### config.mk
export PLATFORM = sky130hd
export DESIGN_NAME = fft_out_reorder
export DESIGN_NICKNAME = d
export VERILOG_FILES = /design/src/rtl/fft_out_reorder.sv
export SDC_FILE = /design/constraint.sdc
export NUM_CORES = 2
export LEC_CHECK = 0
export CAP_MARGIN = 30
export CORE_UTILIZATION = 62
export CTS_CLUSTER_DIAMETER = 60
export DETAILED_ROUTE_END_ITERATION = 8
export PLACE_DENSITY_LB_ADDON = 0.1
export SLEW_MARGIN = 10
export SYNTH_ARGS = -nofsm -noshare
export SYNTH_HDL_FRONTEND = slang
export SYNTH_SLANG_ARGS = --single-unit
### constraint.sdc
create_clock -name clk -period 5.2 [get_ports clk]
set_clock_uncertainty 0.15 [all_clocks]
set_input_delay 0.78 -clock clk [delete_from_list [all_inputs] [get_ports clk]]
set_output_delay 0.78 -clock clk [all_outputs]
set_load 0.05 [all_outputs]
### src/rtl/fft_out_reorder.sv
// Natural-order reorder buffer behind the last SDF stage of a 32-point FFT; ping-pong banks, first bin out 2 cycles after the last write.
// Optional build macro REORDER_ROUND_EN rounds out_r/out_i to integers in the output register stage.
module fft_out_reorder #(
  parameter int N     = 32,
  parameter int LOG2N = 5,
  parameter int DW    = 18,
  parameter int FRAC  = 6
) (
  input  logic             clk,
  input  logic             rst,
  input  logic             in_valid,
  input  logic             in_sof,
  input  logic [DW-1:0]    in_r,
  input  logic [DW-1:0]    in_i,
  output logic             out_valid,
  output logic [DW-1:0]    out_r,
  output logic [DW-1:0]    out_i,
  output logic [LOG2N-1:0] out_idx,
  output logic             err_sof
);

`ifdef REORDER_ROUND_EN
  localparam bit ROUND_EN = 1'b1;
`else
  localparam bit ROUND_EN = 1'b0;
`endif

  typedef enum logic {RD_IDLE, RD_RUN} rd_state_t;

  logic [2*DW-1:0]  mem [2*N];
  logic [LOG2N-1:0] wr_cnt, wr_k, wr_addr;
  logic             wr_bank, started, wr_acc, wr_done, overrun;
  logic [1:0]       full;
  logic             rd_bank, rd_run, rd_last, rd_bank_ready, oth_bank_ready;
  logic [LOG2N-1:0] rd_addr;
  logic [2*DW-1:0]  rd_dat;
  rd_state_t        state, state_nx;

  function automatic logic [DW-1:0] fmt(input logic [DW-1:0] x);
    logic [DW-1:0] s;
    s = x + DW'(1 << (FRAC - 1));
    if (!ROUND_EN) return x;
    // Only a non-negative input can wrap when adding one half.
    if (!x[DW-1] && s[DW-1]) return {1'b0, {(DW-1-FRAC){1'b1}}, {FRAC{1'b0}}};
    return {s[DW-1:FRAC], {FRAC{1'b0}}};
  endfunction

  always_comb begin
    wr_k = in_sof ? '0 : wr_cnt;
    for (int b = 0; b < LOG2N; b++) wr_addr[b] = wr_k[LOG2N-1-b];
    wr_acc  = in_valid && (started || in_sof) && !full[wr_bank];
    overrun = in_valid && full[wr_bank];
    wr_done = wr_acc && (&wr_k);
  end

  always_ff @(posedge clk) begin
    if (rst) begin
      wr_cnt  <= '0;
      wr_bank <= 1'b0;
      started <= 1'b0;
      err_sof <= 1'b0;
    end else begin
      if (wr_acc && in_sof) started <= 1'b1;
      if (wr_acc) begin
        wr_cnt <= wr_done ? '0 : wr_k + 1'b1;
        if (wr_done) wr_bank <= ~wr_bank;
      end
      if ((wr_acc && in_sof && wr_cnt != '0) || overrun) err_sof <= 1'b1;
    end
  end

  always_ff @(posedge clk) begin
    if (wr_acc) mem[{wr_bank, wr_addr}] <= {in_r, in_i};
  end

  always_ff @(posedge clk) begin
    if (rst) begin
      full <= '0;
    end else begin
      for (int b = 0; b < 2; b++) begin
        if (wr_done && wr_bank == b[0])      full[b] <= 1'b1;
        else if (rd_last && rd_bank == b[0]) full[b] <= 1'b0;
      end
    end
  end

  // A bank completing this cycle counts as ready so the drain starts one cycle sooner.
  always_comb begin
    rd_bank_ready  = full[rd_bank]  || (wr_done && wr_bank == rd_bank);
    oth_bank_ready = full[~rd_bank] || (wr_done && wr_bank != rd_bank);
    rd_last        = rd_run && (&rd_addr);
  end

  always_ff @(posedge clk) begin
    if (rst) state <= RD_IDLE;
    else     state <= state_nx;
  end

  always_comb begin
    state_nx = state;
    case (state)
      RD_IDLE: if (rd_bank_ready) state_nx = RD_RUN;
      RD_RUN:  if (&rd_addr) state_nx = oth_bank_ready ? RD_RUN : RD_IDLE;
      default: state_nx = RD_IDLE;
    endcase
  end

  always_comb begin
    rd_run = (state == RD_RUN);
  end

  always_ff @(posedge clk) begin
    if (rst) begin
      rd_addr <= '0;
      rd_bank <= 1'b0;
    end else if (rd_run) begin
      rd_addr <= rd_addr + 1'b1;
      if (rd_last) rd_bank <= ~rd_bank;
    end
  end

  assign rd_dat = mem[{rd_bank, rd_addr}];

  always_ff @(posedge clk) begin
    if (rst) begin
      out_valid <= 1'b0;
      out_idx   <= '0;
      out_r     <= '0;
      out_i     <= '0;
    end else begin
      out_valid <= rd_run;
      out_idx   <= rd_run ? rd_addr : '0;
      out_r     <= rd_run ? fmt(rd_dat[2*DW-1:DW]) : '0;
      out_i     <= rd_run ? fmt(rd_dat[DW-1:0]) : '0;
    end
  end

endmodule

==> impl_results.md <==
- Core Util, Final: 0.7074
- Worst-Skew Late Latency: 0.84 ns
- Final hold violations: 0
- Setup TNS: 0 ns
- First-pass GRT wire length: 314500 um
- Mapped Area: 0.08998 sq mm
- Multi-input combinational cell area: 0.01888 sq mm
- Fin worst setup slack: 1.231 ns
- Combinational share of power: 0.013
- Worst Hold Path EP: mem[52][20]
- Starting Density: 0.6256
- Number of synthesized register bits: 2363
- Fin. max-slew vios: 0
- Cts hold-fix bufs: 0
- Clock sink count: 2363
- Number of iterations in the first detailed-routing pass: 9
- Cell depth of the worst flop-to-flop path: 7
- Switching Share: 0.1917
- Fin cells: 6241
- Crit path DAT: 4.27 ns
- Routed Antenna Nets: 0
- CTS max path bufs: 3
- Worst slew pin tran: 0.9637 ns
- Pre-CTS WS: 0.5791 ns
- Vias: 42581
- Post-synthesis async set-or-reset flop share: 0
- Cells after Synth: 3848
- Fillers: 8289
- Hold Path Stages: 1
- Gpl congestion: 0.8609
- Count of input and output buffers: 82
- Clock Power Share: 0.431
- Post-synthesis sequential area ratio: 0.7820
- Mapped Nets: 3892
- Cts repair resizes: 0
- Slew margin rel.: 0.3551
- Setup crit end kind: flop
- Max frequency: 0.2520 GHz
- Post-CTS Setup Inserts: 0
- Setup crit start kind: flop
- Netlist cell types: 57
- Largest net degree at the start of global routing: 99
- Initial antenna violation count: 8
- Global route overflow: 0
- DIE AREA: 0.1467 sq mm
- CTS H-tree lvls: 4
- P_int: 30.39 mW
- Layout area overhead: 13.07%
- Period minus WS final: 3.969 ns
- TritonCTS clock tree: yes
- Die X: 383.0 um
- Row cnt: 139
- Reg2Reg Setup Slack: 1.23 ns
- Final setup fails: 0
- P_leak: 31.11 nW
- Psw: 7.209 mW
- Beginning of the worst register-to-register path: wr_bank
- Outcome: finished, violations left
- Root Driver: clkbuf_16
- Critical path type: reg2reg
- Clock transition at path regs: 0.06 ns
- Cts bufs inserted: 222
- Max Fanout on Critical Path: 36
- R2R Path End: mem[10][25]
- Routed WL: 219700 um
- Predominant post-synthesis flop cell: edfxtp_1
- Via/cell ratio: 6.823
- Dpl hpwl: 126700 um
- Violations in the final reports: DRC
- DRC violations left: 10
- Unrepaired setup endpoints after global routing: no
- Post-synthesis area per instance: 23.38 sq um
- # placed instances: 5820
- Count of flip-flops with a built-in enable after synthesis: 2304
- GRT Total Usage: 0.3075
- WL/cell: 35.21 um
- Core Footprint: 0.1438 sq mm
- Peak supply drop: 0.0003022 V
- Register area: 0.07038 sq mm
- Starting DRT DRC Count: 5321
- Layout cells sized above 1: 0.2897
- Vias in the first global route: 42420
- DIE HEIGHT: 383.0 um
- YS warnings: 0
- # IOs: 83
- Final Cycle Share: 0.7633
- Pwr Density: 369.6 mW/mm^2
- Final net count: 4189
- Hold Crit Class: in2reg
- Worst Path Required: 5.50 ns
- Seq pwr share: 0.556
- Worst Hold Launch: in_r[2]
- Max-cap violations: 0
==> registers in the layout, indices dropped and copies added (netlist names) <==
name,flops
out_i,18
out_r,18
rd_bank,1
err_sof,1
rd_run,1
started,1
full,2
rd_addr,5
mem,2304
out_valid,1
out_idx,5
wr_cnt,5
wr_bank,1
==> layout by cell type, fill, tap and decap left out, drive strengths merged, types with 19 or more instances in the layout <==
cell           synthesis  routed
dfxtp                 59      59
mux4                 627     627
edfxtp              2304    2304
clkbuf                56     291
nor2                 124     124
buf                  145     228
a21oi                 39      39
bufinv                 0      25
o22ai                 19      19
a22oi                 45      45
mux2i                139     139
nand2                 72      72
o21ai                 26      26
nand3                 20      20
clkdlybuf4s50          0      46
clkinv                 2      83
==> power groups by stage <==
stage | registers [mW] | clock network [mW] | logic [mW]
finish | 20.9 | 16.2 | 0.475
global route | 20.9 | 17.1 | 0.499
CTS | 20.9 | 16.4 | 0.471
detailed placement | 21.3 | 0 | 0.472
global placement | 21.3 | 0 | 0.441
floorplan | 21.3 | 0 | 0.0670
==> cell families (layout without fill, tap and decap cells) <==
logic type | count (synthesis) | after routing | synth area share
mux | 782 | 782 | 0.1744
flops | 2363 | 2363 | 0.7820
compound gates | 193 | 193 | 0.01446
simple gates | 290 | 290 | 0.01443
xor+xnor | 6 | 6 | 0.0005841
fa+ha+maj | 4 | 4 | 0.0005562
buf+inv | 210 | 694 | 0.01354
other cells | 0 | 6 | 0
==> synth_stat cells (4+ instances only) <==
cell / count / area [sq um]
clkbuf_1: 56 / 210.2
nor2_1: 124 / 465.5
nand3_1: 20 / 100.1
nor2b_1: 14 / 87.58
buf_1: 13 / 48.80
buf_2: 56 / 280.3
o211ai_1: 10 / 75.07
nand3b_1: 5 / 37.54
o21ai_0: 20 / 100.1
nor3_1: 14 / 70.07
ha_1: 4 / 50.05
o22ai_1: 19 / 118.9
edfxtp_1: 2304 / 69190
inv_1: 7 / 26.28
o32a_1: 4 / 40.04
a31oi_1: 13 / 81.33
or3_1: 4 / 25.02
nand2b_1: 7 / 43.79
nand4_1: 12 / 75.07
a22oi_1: 45 / 337.8
a21oi_1: 39 / 195.2
buf_4: 56 / 420.4
and2_1: 8 / 50.05
buf_6: 20 / 225.2
dfxtp_1: 59 / 1181
mux2i_1: 139 / 1391
a2111oi_0: 4 / 35.03
o21ai_1: 6 / 30.03
mux4_2: 627 / 14120
nand2_1: 72 / 270.3
a211oi_1: 4 / 30.03
mux2_2: 16 / 180.2
==> final cells by class <==
class	count	share of cell area
flip-flops and latches	2363	0.6918
multi-input cells	1275	0.1855
clock buffers	291	0.05959
repair buffers	274	0.02713
well taps	1903	0.02340
clock inverters	120	0.01204
inverters	9	0.0004058
diodes	6	0.0001476
==> worst max-delay path by stage <==
| stage | from | end | slack, ns | cells past startpoint |
|---|---|---|---|---|
| after floorplan | in_valid | mem[59][0] | 1.39 | 4 |
| after global placement | in_sof | mem[10][15] | 0.65 | 7 |
| after detailed placement | in_sof | mem[10][15] | 0.58 | 7 |
| after CTS | wr_bank | mem[10][23] | 1.29 | 7 |
| after global routing | wr_bank | mem[10][28] | 1.0 | 7 |
| final | wr_bank | mem[10][25] | 1.23 | 7 |
==> metal layers <==
layer / vias up / wire, um / global-route usage
met1: 22899 / 85740 / 0.4511
li1: 17055 / - / -
met4: 2 / 5406 / 0.08133
met3: 317 / 19860 / 0.05205
met2: 2308 / 108700 / 0.4900
met5: - / 13 / 0
==> through the flow <==
step	hold WS (ns)	area, sq um	power, mW
floorplan	0.3098	89980	21.39
global placement	0.3351	94250	21.76
detailed placement	0.3444	94380	21.79
CTS	0.1246	101700	37.76
global route	0.1131	101700	38.47
finish	0.1271	101700	37.60
==> critical path, cell delays in order, from the launching register on <==
cell and delay [ns]:
dfxtp_1 0.62, mux2i_1 0.36, o211ai_1 0.37, nor3b_1 0.53, nand3b_1 0.42, buf_4 0.34
nor2_4 0.10, buf_4 0.63
(Power assumes the default switching activity.)
